===== src/rtl/mem_host_bridge.sv =====
// mem_host_bridge: converts one 512-bit cache line transaction into eight
// 64-bit host-bus beats. A read (fill) issues one burst request and assembles
// the returned beats. A write (evict) issues eight individually granted beats.
// Only one line transaction is in flight at a time.
//
// Ports
//   clk, rst_n                 clock, asynchronous active-low reset
//   op_host[1:0]               00 idle, 01 line read, 10 line write, 11 ignored
//   AddrOut_host[31:0]         line address (offset bits [5:0] dropped)
//   DataOut_host[511:0]        write line, beat i = bits [64i+63:64i]
//   DataIn_host[511:0]         assembled read line, holds the last fill
//   rd_valid_host              one-cycle pulse when a fill completes
//   tx_done_host               one-cycle pulse when any transaction completes
//   bus_req, bus_wr            host bus request, 1 = write beat / 0 = read burst
//   bus_addr[31:0]             bus address
//   bus_wdata[63:0]            write beat data
//   bus_gnt                    host accepts the current request/beat
//   bus_rvalid, bus_rdata      read beat return
module mem_host_bridge (
  input  logic         clk,
  input  logic         rst_n,
  input  logic [1:0]   op_host,
  input  logic [31:0]  AddrOut_host,
  input  logic [511:0] DataOut_host,
  output logic [511:0] DataIn_host,
  output logic         rd_valid_host,
  output logic         tx_done_host,
  output logic         bus_req,
  output logic         bus_wr,
  output logic [31:0]  bus_addr,
  output logic [63:0]  bus_wdata,
  input  logic         bus_gnt,
  input  logic         bus_rvalid,
  input  logic [63:0]  bus_rdata
);

  localparam int unsigned LINE_W = 512;
  localparam int unsigned BUS_W  = 64;
  localparam int unsigned ADDR_W = 32;
  localparam int unsigned BEATS  = LINE_W / BUS_W;
  localparam logic [2:0]  LAST_BEAT = 3'(BEATS - 1);
  localparam logic [ADDR_W-1:0] LINE_MASK = ~ADDR_W'(LINE_W / 8 - 1);

  typedef enum logic [2:0] {
    IDLE,
    RD_REQ,
    RD_BEATS,
    WR_BEATS,
    DONE
  } state_t;

  state_t              state;
  logic [2:0]          beat_cnt;
  logic [ADDR_W-1:0]   line_addr;
  logic [LINE_W-1:0]   wline;

  // Index of the beat that follows the current one (used to pre-load outputs)
  logic [2:0]          beat_nxt;
  assign beat_nxt = beat_cnt + 3'd1;

  // Control FSM; every output is loaded together with the state it belongs to
  always_ff @(posedge clk or negedge rst_n) begin
    if (!rst_n) begin
      state         <= IDLE;
      beat_cnt      <= 3'd0;
      line_addr     <= '0;
      wline         <= '0;
      DataIn_host   <= '0;
      rd_valid_host <= 1'b0;
      tx_done_host  <= 1'b0;
      bus_req       <= 1'b0;
      bus_wr        <= 1'b0;
      bus_addr      <= '0;
      bus_wdata     <= '0;
    end else begin
      case (state)
        IDLE: begin
          if (op_host == 2'b01) begin
            state     <= RD_REQ;
            line_addr <= AddrOut_host & LINE_MASK;
            bus_req   <= 1'b1;
            bus_wr    <= 1'b0;
            bus_addr  <= AddrOut_host & LINE_MASK;
          end else if (op_host == 2'b10) begin
            state     <= WR_BEATS;
            beat_cnt  <= 3'd0;
            line_addr <= AddrOut_host & LINE_MASK;
            wline     <= DataOut_host;
            bus_req   <= 1'b1;
            bus_wr    <= 1'b1;
            bus_addr  <= AddrOut_host & LINE_MASK;
            bus_wdata <= DataOut_host[BUS_W-1:0];
          end
        end

        RD_REQ: begin
          if (bus_gnt) begin
            state    <= RD_BEATS;
            beat_cnt <= 3'd0;
            bus_req  <= 1'b0;
            bus_addr <= '0;
          end
        end

        RD_BEATS: begin
          if (bus_rvalid) begin
            DataIn_host[{beat_cnt, 6'd0} +: BUS_W] <= bus_rdata;
            beat_cnt <= beat_nxt;
            if (beat_cnt == LAST_BEAT) begin
              state         <= DONE;
              tx_done_host  <= 1'b1;
              rd_valid_host <= 1'b1;
            end
          end
        end

        WR_BEATS: begin
          if (bus_gnt) begin
            beat_cnt <= beat_nxt;
            if (beat_cnt == LAST_BEAT) begin
              state        <= DONE;
              tx_done_host <= 1'b1;
              bus_req      <= 1'b0;
              bus_wr       <= 1'b0;
              bus_addr     <= '0;
              bus_wdata    <= '0;
            end else begin
              bus_addr  <= line_addr + {26'd0, beat_nxt, 3'd0};
              bus_wdata <= wline[{beat_nxt, 6'd0} +: BUS_W];
            end
          end
        end

        DONE: begin
          state         <= IDLE;
          tx_done_host  <= 1'b0;
          rd_valid_host <= 1'b0;
        end

        default: begin
          state         <= IDLE;
          beat_cnt      <= 3'd0;
          rd_valid_host <= 1'b0;
          tx_done_host  <= 1'b0;
          bus_req       <= 1'b0;
          bus_wr        <= 1'b0;
          bus_addr      <= '0;
          bus_wdata     <= '0;
        end
      endcase
    end
  end

endmodule

===== config.mk =====
export PLATFORM = sky130hd
export DESIGN_NAME = mem_host_bridge
export DESIGN_NICKNAME = d
export VERILOG_FILES = /design/src/rtl/mem_host_bridge.sv
export SDC_FILE = /design/constraint.sdc
export NUM_CORES = 2
export LEC_CHECK = 0
export ABC_AREA = 1
export CAP_MARGIN = 20
export CORE_AREA = 4 4 474 476
export DETAILED_ROUTE_END_ITERATION = 8
export DIE_AREA = 0 0 478 480
export PLACE_DENSITY = 0.48
export SLEW_MARGIN = 20
export SYNTH_ARGS = -nofsm -noshare
export SYNTH_HDL_FRONTEND = slang
export SYNTH_SLANG_ARGS = --single-unit
export TNS_END_PERCENT = 30

===== constraint.sdc =====
create_clock -name clk -period 2.41 [get_ports clk]
set_input_delay 0.482 -clock clk [delete_from_list [all_inputs] [get_ports clk]]
set_output_delay 0.482 -clock clk [all_outputs]
set_load 0.1 [all_outputs]

**Word level (Yosys, flattened, before mapping)**

Index checks and enable logic that the tools add are counted.

- Flip-flop bits (word level): 1162
- Output and inout bits: 612
- Word-level logic and storage cells: 95
- Input port bits: 614

- Bitwise gates (word level): 6
- Multiplexer cells: 40
- Add/subtract/negate cells: 3
- Equality and inequality tests: 15
- Reductions and logical operators: 17
- Shift-type cells: 3

Operators with widths:

| kind | number |
|---|---|
| $bwmux 512 | 1 |
| $shift 64x11->512 const A | 1 |
| $shiftx 512x10->64 | 1 |
| $shiftx 64x11->512 | 1 |
| $mux 64 | 4 |
| $pmux 64 s3 | 1 |
| $mux 32 | 5 |
| $pmux 32 s4 | 1 |
| $mux 3 | 11 |
| $add 32x6->32 | 1 |
| $reduce_and 4->1 | 4 |
| $pmux 3 s5 | 1 |
| $ne 2x2->1 const B | 7 |
| $pmux 3 s4 | 1 |
| $mux 1 | 11 |
| $neg 9->11 | 1 |
| $reduce_and 3->1 | 3 |
| $eq 3x2->1 const B | 2 |
| $eq 3x3->1 const B | 2 |
| $not 1->1 | 6 |
| $pmux 1 s3 | 2 |
| $reduce_and 6->1 | 1 |
| $reduce_or 3->1 | 2 |
| $reduce_and 5->1 | 1 |
| other kinds (11) | 13 |

**Logic depth before layout (Yosys ltp)**

- Word-level depth: 5
- Depth in mapped cells: 14

**Worst setup path before layout**

Ideal clock, no wire load.

- Path type: flip-flop to flip-flop
- Start point: reg beat_cnt[0]
- End point: reg bus_wdata[19]
- Stages on the path, launching flop included: 15
- Clock period less this slack: 2.554 ns
- Slack: -0.144 ns
- Required time: 2.287 ns
- Arrival time: 2.431 ns
- Path through: dfrtp_1 > buf_2 > inv_2 > clkbuf_1 > buf_2 > ha_1 > buf_2 > inv_1 > clkbuf_1 > clkbuf_1 > nand3_1 > nand2_1 > nand2_1 > nand3_1 > a21oi_1

- Longest elaborated chain between the ends: 5

Ends and longest elaborated chain:

| what | line | source |
|---|---|---|
| start, declared | 53 | `logic [2:0] beat_cnt;` |
| start signal, assigned | 108 | `beat_cnt <= beat_nxt;` |
| start signal, assigned | 119 | `beat_cnt <= beat_nxt;` |
| $add 3x1->3 | 59 | `assign beat_nxt = beat_cnt + 3'd1;` |
| $shiftx 512x10->64 | 129 | `bus_wdata <= wline[{beat_nxt, 6'd0} +: BUS_W];` |
| $mux 64 (*) | 120 | `if (beat_cnt == LAST_BEAT) begin` |
| $mux 64 (*) | 118 | `if (bus_gnt) begin` |
| $pmux 64 s3 (*) | 76 | `case (state)` |
| end signal, assigned | 92 | `bus_wdata <= DataOut_host[BUS_W-1:0];` |
| end signal, assigned | 129 |  |
| end, declared | 31 | `output logic [63:0] bus_wdata,` |

Every way passes the cells marked *; elsewhere a longest branch is shown, timed or not. The select of a mux whose other input is x is not followed.
A chain may end at the register's enable or synchronous reset.

**Worst setup path in the final report**

- Start point: reg beat_cnt[0]
- End point: reg DataIn_host[9]

- Longest elaborated chain between the ends: 3

Ends and longest elaborated chain:

| what | line | source |
|---|---|---|
| $neg 9->11 (*) | 107 | `DataIn_host[{beat_cnt, 6'd0} +: BUS_W] <= bus_rdata;` |
| $shiftx 64x11->512 or $shift 64x11->512 (tied branches) | 107 |  |
| $bwmux 512 (*) | 107 |  |
| end signal, assigned by index | 107 |  |
| end, declared | 25 | `output logic [511:0] DataIn_host,` |

Every way passes the cells marked *; elsewhere a longest branch is shown, timed or not.

==> results.md <==
- CTS buffer count: 142
- Bufs on Longest Clock Path: 3
- Top sig layer: met5
- Tot Pwr: roughly 110 mW
- Crit path setup slack, layout: 0.0755 ns
- Detailed Routing Iterations Pass 1: 7
- Status: complete, no violations
- Die Wd: about 480 um
- Initial Utilization: between 20% and 30%
- Pre-CTS setup slack: -0.157 ns
- YS warnings: 0
- First-pass GRT wire length: 312 mm
- Slew Limit Fails: 0
- Primary FF master, synth: dfrtp_1
- Port bufs: around 1200
- Worst skew pair latency: roughly 0.78 ns
- Fraction of registers with async set/reset: between 90% and 100%
- Core area: roughly 220000 sq um
- Gate count after technology mapping: roughly 4900
- Leading area contributor after synthesis: dfrtp_1
- DRC Markers: 0
- Post-Syn Area: 48600 sq um
- WP data required: 3.06 ns
- Post-detail-place hpwl: 166 mm
- Mean Syn Cell Area: approximately 9.9 sq um
- Total wire length: roughly 220 mm
- Worst rel slew slack: between 50% and 60%
- I/O Pins: approximately 1200
- Area Overhead vs Synth: 41.9%
- Metal2 WL: 108 mm
- Finished Layout Cells: slightly above 9000
- FF+latch count, synth: between 1000 and 1500
- Vias in the first global route: 41400
- R2r worst-path depth: 11
- Final min period: 2.33 ns
- Register area share after synthesis: 59.4%
- Crit path kind: flip-flop to flip-flop
- Met3 Wirelength: roughly 19 mm
- Via Count: slightly above 40000
- Root Driver: clkbuf_16
- Synth area leaders: dfrtp_1, mux2_2, nand2_1
- RR Startpoint: beat_cnt[0]
- Setup TNS: 0 ns
- RePlAce Congestion: 0.822
- Worst Path Arrival: around 3.0 ns
- Clk sinks: between 1000 and 1500
- Fmax: between 400 and 500 MHz
- Hold crit path type: input pin to asynchronous set/reset pin
- Initial DRC Count: between 2000 and 3000
- Avg WL per Cell: between 20 and 25 um
- PD cells: 1660 nW/um^2
- WL met1: approximately 85 mm
- Clock skew: between 0.03 and 0.04 ns
- Post-synth EDFFs: 0
- Reg2reg end: DataIn_host[9]
- Placed cells: 9002
- Die H: between 400 and 500 um
- Element type at the critical path end: flip-flop
- Hold Vio Cnt, Final: 0
- Routed vias/inst: around 4.4
- R2r setup slk: around 0.075 ns
- Initial antenna violation count: approximately 120
- Fillers: around 23000
- ANT nets after route: 0
- Clk slew on worst S/H paths: roughly 0.060 ns
- Least-Margin Pin Slew: 0.679 ns
- Grt total ovfl: 0
- CP startpoint kind: flip-flop
- GRT Overall Usage: 18.7%
- Largest net degree at the start of global routing: 128
- Max VDD drop: about 780 uV
- Rows: about 170
- Share of layout cells above drive strength 1: 25.0%
- # H-tree levels: 4
- CTS tree: done
- Critical path peak fanout: 62
- Synth top area share: about 59%
- Nets@finish: about 6800
- Pleak: between 30 and 40 nW
- Number of max-cap violations: 0
- Die area: about 230000 sq um
- Period utilization: between 90% and 100%
- Setup violations, final: 0
- Yosys cell types: 27
-- cells in the mapped netlist, types with 3 or more instances --
| master | instances |
|---|---|
| a21oi_1 | 68 |
| buf_1 | 25 |
| buf_2 | 67 |
| buf_4 | 54 |
| buf_6 | 7 |
| clkbuf_1 | 170 |
| dfrtp_1 | 1153 |
| ha_1 | 9 |
| inv_1 | 185 |
| inv_2 | 7 |
| mux2_2 | 504 |
| nand2_1 | 1486 |
| nand3_1 | 373 |
| nand3_2 | 3 |
| nand4_1 | 4 |
| nor2_1 | 221 |
| nor3_1 | 4 |
| o21ai_0 | 386 |
| o21ai_1 | 187 |
| o31ai_1 | 3 |
-- through the flow --
stage / hold slack [ns] / instance area, sq um / util, %
after floorplan: 0.186 / 48600 / -
final: 0.195 / 68900 / 31.2
after global routing: 0.179 / 68900 / 31.2
after CTS: 0.126 / 68800 / 31.1
after global placement: 0.411 / 63900 / 28.9
after detailed placement: 0.413 / 63900 / 28.9
-- state kept, by name, indices dropped and copies added (netlist names) --
name           cells
bus_req            1
rd_valid_host      1
line_addr         26
beat_cnt           3
DataIn_host      512
bus_addr          29
wline            512
tx_done_host       1
bus_wdata         64
bus_wr             1
state              3
-- final cells by class --
type	instances	area, sq um	share of cell area [%]
Timing Repair Buffer	1426	13100	19.0
Multi-Input combinational cell	3258	17600	25.5
Inverter	192	743	1.08
Antenna cell	33	82.6	0.120
Clock inverter	42	622	0.902
Sequential cell	1153	28900	41.9
Clock buffer	216	4220	6.12
Tap cell	2975	3720	5.40
-- critical path, cell delays in order (launching register included) --
cell,delay (ns)
dfrtp_4,0.51
inv_8,0.07
ha_4,0.15
ha_1,0.25
inv_1,0.08
nand2_1,0.05
inv_1,0.11
nand4_1,0.22
buf_12,0.25
buf_4,0.24
nand2_1,0.05
o21ai_0,0.08
-- repair_timing --
action	in CTS	in global routing
gates cloned	0	1
setup buffers	0	0
endpoints found under the setup margin	36	65
resized for setup	4	6
endpoints found under the hold margin	160	0
hold buffers	1	0
-- how the worst max path moves through the flow --
stage                        to  slack, ns   startpoint
2_1_floorplan  DataIn_host[260]      -0.03  beat_cnt[0]
3_3_place_gp           wline[5]      -0.13   op_host[0]
3_5_place_dp         wline[141]      -0.16   op_host[0]
4_1_cts        DataIn_host[178]       0.02  beat_cnt[0]
5_1_grt        DataIn_host[481]     -0.007  beat_cnt[0]
6_report         DataIn_host[9]       0.08  beat_cnt[0]
-- layout by cell type, fill, tap and decap left out, types with 13 or more instances in the layout --
cell	Yosys	final
o21ai_0	386	386
clkbuf_16	0	147
mux2_2	504	504
a21oi_1	68	68
dfrtp_1	1153	1152
clkbuf_8	0	30
o21ai_1	187	187
diode_2	0	33
buf_4	54	745
clkdlybuf4s50_1	0	606
buf_12	0	68
clkbuf_1	170	40
nand3_1	373	370
nand2_1	1486	1483
nor2_1	221	220
clkinv_2	0	13
inv_1	185	184
-- cells by family after synthesis --
family          share of synthesized area [%]
compound gates                           6.65
other cells                           0.00772
mux                                      11.7
buf+inv                                  4.69
simple gates                             17.3
fa+ha+maj                               0.232
flops                                    59.4
-- per-layer routing --
layer  vias up  GRT usage, %
met1     20000          21.4
li1      18700             -
met4       138          7.03
met2      1338          31.8
met5         -             0
met3       396          6.92
-- power by group --
| part | leakage [nW] | internal, mW | total [mW] | switching [mW] |
|---|---|---|---|---|
| sequential | 14.7 | 27.4 | 32.0 | 4.59 |
| combinational | 14.9 | 15.9 | 60.6 | 44.7 |
| clock | 2.34 | 13.0 | 22.1 | 9.18 |
(Power assumes the default switching activity.)
